--- config.mk ---
export PLATFORM = sky130hd
export DESIGN_NAME = fsk_demod
export DESIGN_NICKNAME = d
export VERILOG_FILES = /design/src/rtl/fsk_demod.sv
export SDC_FILE = /design/constraint.sdc
export NUM_CORES = 1
export LEC_CHECK = 0
export CAP_MARGIN = 20
export CELL_PAD_IN_SITES_DETAIL_PLACEMENT = 1
export CELL_PAD_IN_SITES_GLOBAL_PLACEMENT = 2
export CORE_UTILIZATION = 34
export CTS_CLUSTER_DIAMETER = 40
export CTS_CLUSTER_SIZE = 40
export DETAILED_ROUTE_END_ITERATION = 12
export PLACE_DENSITY_LB_ADDON = 0.25
export REMOVE_ABC_BUFFERS = 1
export SYNTH_ARGS = -nofsm -noshare
export SYNTH_HDL_FRONTEND = slang
export SYNTH_SLANG_ARGS = --single-unit
--- constraint.sdc ---
create_clock -name clk -period 2.6 [get_ports clk]
set_input_delay 0.52 -clock clk [delete_from_list [all_inputs] [get_ports clk]]
set_output_delay 0.52 -clock clk [all_outputs]
set_load 0.05 [all_outputs]
--- src/rtl/fsk_demod.sv ---
// Non-coherent FSK demodulator: counts datain transitions over each symbol
// window, slices the count to a bit and assembles NBITS-bit frames.
module fsk_demod #(
    parameter int SYM_LEN  = 16,
    parameter int NBITS    = 9,
    parameter int ONE_MIN  = 14,
    parameter int ZERO_MIN = 6,
    parameter int ZERO_MAX = 10,
    parameter int SLICE    = 12
) (
    input  logic             clk,
    input  logic             reset,
    input  logic             start,
    input  logic             datain,
    output logic [NBITS-1:0] dataout,
    output logic             valid,
    output logic             err
);

    typedef enum logic {IDLE, RUN} state_t;

    state_t           state_q;
    logic [3:0]       sym_cnt_q;
    logic [3:0]       bit_idx_q;
    logic [4:0]       acc_q;
    logic             datain_q;
    logic [NBITS-1:0] shift_q;
    logic             err_acc_q;
    logic [NBITS-1:0] dataout_q;
    logic             valid_q;
    logic             err_q;

    logic             toggle;
    logic [4:0]       acc_d;
    logic             end_win;
    logic             last_bit;
    logic             dec_bit;
    logic             sym_err;
    logic [NBITS-1:0] shift_d;

    // Window total includes the current sample so the decision covers all SYM_LEN samples.
    always_comb begin
        toggle   = datain ^ datain_q;
        acc_d    = acc_q + {4'b0000, toggle};
        end_win  = (sym_cnt_q == 4'(SYM_LEN - 1));
        last_bit = (bit_idx_q == 4'(NBITS - 1));
        dec_bit  = (acc_d >= 5'(SLICE));
        sym_err  = (acc_d < 5'(ZERO_MIN)) ||
                   ((acc_d > 5'(ZERO_MAX)) && (acc_d < 5'(ONE_MIN)));
        shift_d  = shift_q;
        shift_d[bit_idx_q] = dec_bit;
    end

    always_ff @(posedge clk) begin
        if (reset) begin
            state_q   <= IDLE;
            sym_cnt_q <= '0;
            bit_idx_q <= '0;
            acc_q     <= '0;
            datain_q  <= 1'b0;
            shift_q   <= '0;
            err_acc_q <= 1'b0;
            dataout_q <= '0;
            valid_q   <= 1'b0;
            err_q     <= 1'b0;
        end else begin
            datain_q <= datain;
            valid_q  <= 1'b0;
            // A start realigns to a fresh frame and drops any partial one, even on a frame boundary.
            if (start) begin
                state_q   <= RUN;
                sym_cnt_q <= '0;
                bit_idx_q <= '0;
                acc_q     <= '0;
                err_acc_q <= 1'b0;
            end else if (state_q == RUN) begin
                if (!end_win) begin
                    acc_q     <= acc_d;
                    sym_cnt_q <= sym_cnt_q + 4'd1;
                end else begin
                    acc_q     <= '0;
                    sym_cnt_q <= '0;
                    shift_q   <= shift_d;
                    if (last_bit) begin
                        dataout_q <= shift_d;
                        err_q     <= err_acc_q | sym_err;
                        valid_q   <= 1'b1;
                        bit_idx_q <= '0;
                        err_acc_q <= 1'b0;
                    end else begin
                        bit_idx_q <= bit_idx_q + 4'd1;
                        err_acc_q <= err_acc_q | sym_err;
                    end
                end
            end
        end
    end

    assign dataout = dataout_q;
    assign valid   = valid_q;
    assign err     = err_q;

endmodule
## Word-level counts from Yosys, hierarchy flattened

Cells that the tools add are included.

| operators by class | value |
|---|---|
| bitwise logic cells | 5 |
| $add $sub $neg | 3 |
| mux-type cells | 8 |
| reduce and logical (&&, ||, !) cells | 8 |
| magnitude comparators | 6 |
| equal/unequal tests | 2 |

Operator list:

| cell | count |
|---|---|
| bitwise mux 9 bit | 1 |
| adder 4 x 1 -> 4 bit (second input constant) | 2 |
| equality test 4 bit (second input constant) | 2 |
| 2-to-1 mux 4 bit | 2 |
| adder 5 x 1 -> 5 bit | 1 |
| greater-or-equal comparator 5 x 4 -> 1 bit (second input constant) | 1 |
| > comparator 5 x 4 -> 1 bit (second input constant) | 1 |
| < comparator 4 x 5 -> 1 bit (second input constant) | 1 |
| < comparator 5 x 3 -> 1 bit (second input constant) | 1 |
| < comparator 5 x 4 -> 1 bit (second input constant) | 1 |
| 2-to-1 mux 5 bit | 1 |
| demux 1 bit (select 4 bit) | 1 |
| greater-or-equal comparator 4 x 1 -> 1 bit (second input constant) | 1 |
| AND reduction 4 bit | 1 |
| OR reduction 4 bit | 1 |
| 2-to-1 mux 1 bit | 3 |
| NOT 1 bit | 3 |
| AND reduction 3 bit | 1 |
| logical AND 1 bit | 2 |
| AND reduction 2 bit | 1 |
| OR reduction 2 bit | 1 |
| logical OR 1 bit | 1 |
| bitwise OR 1 bit | 1 |
| bitwise XOR 1 bit | 1 |

| storage, ports and cells | value |
|---|---|
| word-level logic and storage cells | 42 |
| input port bits | 4 |
| bits in registers | 36 |
| output and inout bits | 11 |

## Depth between registers and ports, before layout

Gate-level depths: netlist of run 1.

| logic depth | value |
|---|---|
| depth after elaboration | 7 |
| depth in mapped cells | 8 |

## Worst setup path before layout of run 1

No wires, ideal clock.

| path | value |
|---|---|
| path kind | input-to-reg |
| from | input port datain |
| to | register err_q, in the netlist err |
| stages on the path | 8 |
| data arrival time | 1.963 ns |
| data required time | 2.522 ns |
| setup slack | 0.559 ns |
| cell sequence | xor2_1 ha_1 ha_1 buf_2 a21boi_0 a311oi_1 a311oi_2 nor3_1 |

| between the ends | value |
|---|---|
| word-level cells in the longest chain between the ends | 6 |

Ends and longest elaborated chain:

| what | line | RTL |
|---|---|---|
| start, declared | 14 | `input logic datain,` |
| bitwise XOR 1 bit * | 43 | `toggle = datain ^ datain_q;` |
| adder 5 x 1 -> 5 bit * | 44 | `acc_d = acc_q + {4'b0000, toggle};` |
| > comparator 5 x 4 -> 1 bit or < comparator 5 x 4 -> 1 bit (tied branches) | 49 | `((acc_d > 5'(ZERO_MAX)) && (acc_d < 5'(ONE_MIN)));` |
| logical AND 1 bit | 49 |  |
| logical OR 1 bit * | 48 | `sym_err = (acc_d < 5'(ZERO_MIN)) \|\|` |
| bitwise OR 1 bit * | 86 | `err_q <= err_acc_q \| sym_err;` |
| end signal, assigned | 86 |  |
| end, declared | 31 | `logic err_q;` |

Mark *: on every way between the ends. The rest lies on a longest branch, timed or not.
A chain may end at the register's enable or synchronous reset.

## Worst setup path after layout of run 1

| path | value |
|---|---|
| from | input port datain |
| to | register shift_q[3] |

| between the ends | value |
|---|---|
| word-level cells in the longest chain between the ends | 4 |

Ends and longest elaborated chain:

| what | line | RTL |
|---|---|---|
| bitwise XOR 1 bit | 43 |  |
| adder 5 x 1 -> 5 bit | 44 |  |
| greater-or-equal comparator 5 x 4 -> 1 bit | 47 | `dec_bit = (acc_d >= 5'(SLICE));` |
| bitwise mux 9 bit | 51 | `shift_d[bit_idx_q] = dec_bit;` |
| end signal, assigned | 83 | `shift_q <= shift_d;` |
| end, declared | 27 | `logic [NBITS-1:0] shift_q;` |

Every way passes these cells.

==> results.md, run 1 <==
* Status: finished clean
* Max-cap check violation count at 0
* Cell Count, Final, Fillers Out at 276
* Setup TNS at 0 ns
* CP cell instances: clkdlybuf4s50_1, xor2_1, ha_1, ha_1, o31ai_1, a2111o_1, mux2i_1
* Leakage component of the power at 0.7123 nW
* Relative area change from synthesis to final layout at 16.90%
* Most frequent standard cell in the layout excluding fill and tap cells: sky130_fd_sc_hd__dfxtp_1
* HPWL after detailed placement at 3.108 mm
* Routed via count divided by cell count at 5.196
* Grt met2 use at 32.09%
* Commonest cells after routing, fill and taps aside: sky130_fd_sc_hd__dfxtp_1 (35), sky130_fd_sc_hd__nand2_1 (32), sky130_fd_sc_hd__a21oi_1 (22), sky130_fd_sc_hd__nor2_1 (15), sky130_fd_sc_hd__clkdlybuf4s50_1 (14)
* Antenna cell count at 0
* Total Die Area at 0.005273 mm2
* Max stage delay cell, worst path: sky130_fd_sc_hd__a2111o_1
* Vias at 1,434
* Sum of overflow across all layers after global routing at 0
* CTS sink count at 35
* Biggest fanout along the worst timing path at 9
* Hold Violations, Final at 0
* Power density over the cells at 496.0 mW/mm2
* Final Max Slew Viols at 0
* CTS H-tree lvls at 2
* Num CTS Buffers at 5
* Relative slew slack at 57.49%
* Worst Setup End Kind: flip-flop
* Most prevalent standard cell on the critical path: sky130_fd_sc_hd__ha_1
* Clock latency on the worst-skew pair at 0.28 ns
* EDFF count, synth at 0
* Total length of routed wires at 4.137 mm
* Cell type contributing the most total cell area after synthesis: sky130_fd_sc_hd__dfxtp_1
* Worst voltage drop across the vdd grid at 277.6 uV
* Largest cells by area after synthesis: sky130_fd_sc_hd__dfxtp_1 (41%), sky130_fd_sc_hd__nand2_1 (7.1%), sky130_fd_sc_hd__a21oi_1 (6.5%)
* Detailed Routing Iterations Pass 1 at 4
* Yosys synthesis warning count at 0
* Residual DRC count at 0
* Tightest hold margin at 0.4643 ns
* Worst path bufs/invs at 1
* Post-layout util at 41.68%
* Maximum number of pins on one net before global-route repair at 14
* Placer congestion estimate at 0.7602
* Average instance area after synthesis at 8.606 um2
* Post-CTS Setup Repair Bufs at 0
* Number of top-level pins at 15
* Average detailed-routed wire length per instance at 14.99 um
* Fraction of the cycle the final worst path needs at 90.38%
* Setup Viol. Count Final at 0
* Overall routing resource usage at 17.84%
* Die height at 72.62 um
* Top Family by Delay on Critical Path: compound AO/OA/AOI/OAI gates
* Worst hold path depth at 2
* Largest stage delay on the critical path at 0.57 ns
* Cell count after placement at 269
* Data arrival time of the critical path at 2.56 ns
* Total core area at 0.004755 mm2
* Via count of the first global-routing pass at 1,530
* Clock tree from TritonCTS: done
* Met1 Usage GRT at 20.60%
* RSZ-0062 raised after global routing: false
* Final critical-path required period at 2.350 ns
* Post-synth cell types at 41
* Detailed router's first-iteration violation count at 34
* Number of standard-cell rows in the floorplan at 25
* Number of storage elements in the synthesis netlist at 35
* Reg area at 700.7 um2
* Antenna violations before repair at 0
* Class of the tightest hold or removal check: reg -> reg
* Residual antenna-violating net count after detailed routing at 0
* Fraction of post-synthesis cell area in the top cell type by area at 41.33%
* Netlist area before placement at 0.001695 mm2
* Element type at the critical path start: primary input
* Met3 usage in global routing at 4.420%
* Actual transition at the worst max-transition pin at 0.6328 ns
* Clock root buffer master: sky130_fd_sc_hd__clkbuf_8
* Crit Path Category: in -> reg
* Cells resized by post-CTS repair at 0
* Effective utilization at floorplan at 35.66%
* Max Clk Rate at 0.4256 GHz
* Share of cells above drive strength 1 at 8.612%
* Synthesized netlist cell count at 197
* R2r worst-path depth at 7
* Sequential-to-total area share from yosys stat at 41.33%
* Clock Pin Slew Worst Setup and Hold Paths at 0.07 ns
* Worst clock skew at 0.005407 ns
* Main flop type after synthesis: sky130_fd_sc_hd__dfxtp_1
* Number of inserted filler cells in the final layout at 568
* Port Buffers at 14
* Most heavily used metal layer in global routing: met2
* Horizontal die dimension at 72.62 um
* Multi-input gate area in the final layout at 913.4 um2
* Ys async rst share at 0%
* Endpoint required time on the critical path at 2.81 ns
* Stages on worst setup path at 7
* Global-route wire length before repair at 7.210 mm
* Hold bufs inserted after CTS at 0
* CTS Buffer Depth at 2
* Total number of nets in the final design at 220
==> power breakdown <==
part,internal [W],switching [W]
combinational,0.0000145,0.0000232
sequential,0.000539,0.00000561
clock,0.000208,0.000193
==> Yosys cell counts, types with 2 or more instances <==
cell type and instances:
sky130_fd_sc_hd__mux2i_1 10, sky130_fd_sc_hd__nand2_1 32, sky130_fd_sc_hd__ha_1 7, sky130_fd_sc_hd__nand3_1 6, sky130_fd_sc_hd__nor2_1 15, sky130_fd_sc_hd__inv_1 5, sky130_fd_sc_hd__clkbuf_1 8, sky130_fd_sc_hd__buf_2 5
sky130_fd_sc_hd__a21oi_1 22, sky130_fd_sc_hd__a21boi_0 2, sky130_fd_sc_hd__nand4_1 4, sky130_fd_sc_hd__a41oi_1 3, sky130_fd_sc_hd__o21ai_0 3, sky130_fd_sc_hd__xor2_1 2, sky130_fd_sc_hd__nor3_1 5, sky130_fd_sc_hd__a311oi_1 5
sky130_fd_sc_hd__dfxtp_1 35, sky130_fd_sc_hd__nor2b_1 5
==> area by class of cell <==
| cell class | instances | share of cell area, % |
|---|---|---|
| sequential | 35 | 35.35 |
| multi-input combinational | 143 | 46.09 |
| clock buffer | 6 | 4.167 |
| clock inverter | 1 | 0.2525 |
| tap | 67 | 4.230 |
| timing repair buffer | 19 | 8.965 |
| inverter | 5 | 0.9470 |
==> state kept, by name (all words and copies together), names as in the netlist <==
| signal | flops |
|---|---|
| dataout | 9 |
| shift_q | 8 |
| acc_q | 5 |
| bit_idx_q | 4 |
| sym_cnt_q | 4 |
| datain_q | 1 |
| err | 1 |
| err_acc_q | 1 |
| state_q | 1 |
| valid | 1 |
==> kinds of logic after synthesis <==
family	Yosys count	share of synthesized area (%)
DFF	35	41.33
xor gates and xnor gates	2	1.033
muxes	10	5.904
adders and majority gates	7	5.166
buffers and inverters	19	4.797
AOI/OAI and AO/OA	44	17.49
and+or+nand+nor	80	24.28
==> metal layers <==
layer	wire length [um]	vias to the layer above
met2	2124	12
met5	0	-
met4	23	0
li1	-	721
met3	96	2
met1	1892	699
==> tightest hold or removal path, delay by kind of cell (launching register included) <==
kind             cells  cell delay, ns
flip-flops           1            0.31
AND/OR/NAND/NOR      1            0.05
AO/OA/AOI/OAI        1            0.05
==> final timing paths <==
path	to	startpoint	slack, ns
max	shift_q[3]	datain	0.25
max reg2reg	shift_q[3]	datain_q	0.63
min	dataout[2]	dataout[2]	0.46
min reg2reg	dataout[2]	dataout[2]	0.46
==> through the flow <==
stage	instance area [um2]	setup WS (ns)	total power, W
final	1982	0.2501	0.0009830
after global routing	1982	0.1292	0.001028
after CTS	1982	0.2621	0.0009986
after detailed placement	1894	-0.03664	0.0005958
after global placement	1894	0.05396	0.0005943
after floorplan	1633	0.5295	0.0005753
Power figures use the tool's default switching activity.
==> inputs of run 2 (changes only) <==
--- a/config.mk
+++ b/config.mk
@@ -8,11 +8,12 @@
 export CAP_MARGIN = 20
 export CELL_PAD_IN_SITES_DETAIL_PLACEMENT = 1
 export CELL_PAD_IN_SITES_GLOBAL_PLACEMENT = 2
+export CORE_ASPECT_RATIO = 1.25
 export CORE_UTILIZATION = 34
 export CTS_CLUSTER_DIAMETER = 40
 export CTS_CLUSTER_SIZE = 40
 export DETAILED_ROUTE_END_ITERATION = 12
-export PLACE_DENSITY_LB_ADDON = 0.25
+export PLACE_DENSITY = 0.78
 export REMOVE_ABC_BUFFERS = 1
 export SYNTH_ARGS = -nofsm -noshare
 export SYNTH_HDL_FRONTEND = slang
==> run 2 against run 1 <==
Critical path depth rose by 1. Largest power group unchanged. Wire length is 1.4% higher. First-iteration DRC count is 50% higher. Sequential power about the same. Total power up 3.1%. Global-route usage down 0.14 points. Highest routed layer unchanged. Sequential cell count is the same. Critical path type unchanged. Hold slack lost 0.0017 ns. Register-to-register slack lost 0.03 ns. Clock skew up 0.0014 ns. Non-clock buffer count did not move. Count of clock-buffer cells in the layout rose by 2.
==> results.md, run 2 (synthesis results as in run 1) <==
* Total core area at 0.004765 mm2 (+0.21%)
* Cell area after layout at 0.001986 mm2 (+0.19%)
* Biggest fanout along the worst timing path at 9 (unchanged)
* Hold Violations, Final at 0 (unchanged)
* Global-route wire length before repair at 7.044 mm (-2.3%)
* Worst Setup End Kind: flip-flop
* Class of the tightest hold or removal check: reg -> reg
* Max Clk Rate at 0.4182 GHz (-1.7%)
* Met1 Usage GRT at 19.06% (-1.5 points)
* HPWL after detailed placement at 3.154 mm (+1.5%)
* Element type at the critical path start: primary input
* Residual antenna-violating net count after detailed routing at 0 (unchanged)
* Placer congestion estimate at 0.7294 (-4.1%)
* Most prevalent standard cell on the critical path: sky130_fd_sc_hd__ha_1
* Vias at 1,438 (+0.28%)
* Setup slack of the critical path after layout at 0.2087 ns (-0.04140 ns)
* Flip-flop count of the largest register after layout at 9 (unchanged)
* Clock latency on the worst-skew pair at 0.28 ns (about the same)
* Routed via count divided by cell count at 5.326 (+2.5%)
* Leakage component of the power at 0.7190 nW (+0.95%)
* Relative slew slack at 62.90% (+5.4 points)
* CTS Buffer Depth at 2 (unchanged)
* Clock tree from TritonCTS: done
* Crit Path Category: in -> reg
* Effective utilization at floorplan at 35.58% (-0.075 points)
* Maximum number of pins on one net before global-route repair at 15 (+1)
* Share of cells above drive strength 1 at 8.571% (-0.041 points)
* Cell area reported after detailed placement at 0.001886 mm2 (-0.46%)
* Endpoint of the worst register-to-register path: shift_q[0]
* Power density over the cells at 510.1 mW/mm2 (+2.9%)
* Setup Viol. Count Final at 0 (unchanged)
* Final critical-path required period at 2.391 ns (+0.04140 ns)
* Most frequent standard cell in the layout excluding fill and tap cells: sky130_fd_sc_hd__dfxtp_1
* Clock root buffer master: sky130_fd_sc_hd__clkbuf_8
* Terminating pin of the worst hold path: dataout[3]
* Flop-to-flop setup slack at 0.60 ns (-0.03 ns)
* Data arrival time of the critical path at 2.60 ns (+0.04 ns)
* Antenna violations before repair at 0 (unchanged)
* Largest stage delay on the critical path at 0.48 ns (-0.09 ns)
* Number of inserted filler cells in the final layout at 587 (+3.3%)
* Final Max Slew Viols at 0 (unchanged)
* Antenna cell count at 0 (unchanged)
* Number of standard-cell rows in the floorplan at 28 (+12%)
* CTS H-tree lvls at 2 (unchanged)
* Relative area change from synthesis to final layout at 17.12%
* Setup TNS at 0 ns (unchanged)
* Most heavily used metal layer in global routing: met2
* Overall routing resource usage at 17.69% (-0.14 points)
* Worst voltage drop across the vdd grid at 299.4 uV (+7.8%)
* Launch instance of the worst min-delay path: dataout[3]
* Cell count after placement at 262 (-2.6%)
* Max-cap check violation count at 0 (unchanged)
* Detailed router's first-iteration violation count at 51 (+50%)
* CP cell instances: clkdlybuf4s50_1, xor2_1, ha_1, ha_1, a21boi_0, a311oi_1, a311oi_2, nor3_1
* Detailed Routing Iterations Pass 1 at 4 (unchanged)
* Hold bufs inserted after CTS at 0 (unchanged)
* RSZ-0062 raised after global routing: false
* CTS sink count at 35 (unchanged)
* Number of top-level pins at 15 (unchanged)
* Endpoint required time on the critical path at 2.81 ns (about the same)
* Actual transition at the worst max-transition pin at 0.5514 ns (-0.08136 ns)
* Num CTS Buffers at 5 (unchanged)
* Total number of nets in the final design at 220 (unchanged)
* Horizontal die dimension at 65.16 um (-10%)
* Worst clock skew at 0.006759 ns (+0.001352 ns)
* Reg-to-reg startpoint: datain_q
* Clock Pin Slew Worst Setup and Hold Paths at 0.07 ns (about the same)
* Residual DRC count at 0 (unchanged)
* Status: finished clean
* Die height at 80.95 um (+11%)
* Via count of the first global-routing pass at 1,500 (-2.0%)
* R2r worst-path depth at 7 (unchanged)
* Pre-CTS worst setup slack at -0.1040 ns (-0.06737 ns)
* Cells resized by post-CTS repair at 0 (unchanged)
* Fraction of the cycle the final worst path needs at 91.97% (+1.6 points)
* Met3 usage in global routing at 3.090% (-1.3 points)
* Post-CTS Setup Repair Bufs at 0 (unchanged)
* Worst hold path depth at 2 (unchanged)
* Total Die Area at 0.005275 mm2 (about the same)
* Max stage delay cell, worst path: sky130_fd_sc_hd__clkdlybuf4s50_1
* Commonest cells after routing, fill and taps aside: sky130_fd_sc_hd__dfxtp_1 (35), sky130_fd_sc_hd__nand2_1 (32), sky130_fd_sc_hd__a21oi_1 (22), sky130_fd_sc_hd__nor2_1 (15), sky130_fd_sc_hd__clkdlybuf4s50_1 (14)
* Cell Count, Final, Fillers Out at 270 (-2.2%)
* Average detailed-routed wire length per instance at 15.53 um (+3.6%)
* Sum of overflow across all layers after global routing at 0 (unchanged)
* Total length of routed wires at 4.194 mm (+1.4%)
* Port Buffers at 14 (unchanged)
* Grt met2 use at 33.81% (+1.7 points)
-- run 2: area by class of cell --
class	count	area, um2	area share (%)
flip-flops and latches	35	700.7	35.29
repair buffers	19	177.7	8.948
inverters	5	18.77	0.9452
clock buffers	8	100.1	5.041
well taps	60	75.07	3.781
multi-input cells	143	913.4	46.00
-- run 2: power breakdown --
group	switching, W	total, W	internal (W)
Sequential	0.00000534	0.000545	0.000539
Clock	0.000190	0.000432	0.000242
Combinational	0.0000233	0.0000368	0.0000135
-- run 2: worst max-delay path, delay by kind of cell --
family	cells	cell delay, ns
compound gates	3	0.75
fa+ha+maj	2	0.52
buf+inv	1	0.48
xor+xnor	1	0.16
simple gates	1	0.16
-- run 2: routing by layer --
layer,vias to the layer above,part of all wire [%]
met5,-,0
met4,0,1.4
met3,8,1.9
met2,10,55
met1,699,42
li1,721,-
-- run 2: worst max-delay path by stage --
| stage | start | to | slack (ns) | cells past startpoint |
|---|---|---|---|---|
| after detailed placement | datain | err | -0.10 | 8 |
| final | datain | err | 0.21 | 8 |
| after floorplan | datain | dataout[8] | 0.53 | 7 |
| after global placement | datain | dataout[8] | 0.06 | 7 |
| after global routing | datain | err | 0.06 | 8 |
| after CTS | datain | err | 0.19 | 8 |
-- run 2: per-stage QoR --
step	utilization [%]	hold slack, ns	power (W)
6_report	41.68	0.4627	0.001013
5_1_grt	41.68	0.4835	0.001060
4_1_cts	41.68	0.4662	0.001029
3_5_place_dp	39.57	0.4580	0.0005941
3_3_place_gp	39.57	0.4463	0.0005925
2_1_floorplan	-	0.4382	0.0005753
==> inputs of run 3 (changes only) <==
--- a/config.mk
+++ b/config.mk
@@ -10,7 +10,6 @@
 export CELL_PAD_IN_SITES_GLOBAL_PLACEMENT = 2
 export CORE_ASPECT_RATIO = 1.25
 export CORE_UTILIZATION = 34
-export CTS_CLUSTER_DIAMETER = 40
 export CTS_CLUSTER_SIZE = 40
 export DETAILED_ROUTE_END_ITERATION = 12
 export PLACE_DENSITY = 0.78
==> results of run 3 <==
The final DEF is identical to that of run 2; final timing and power are the same.
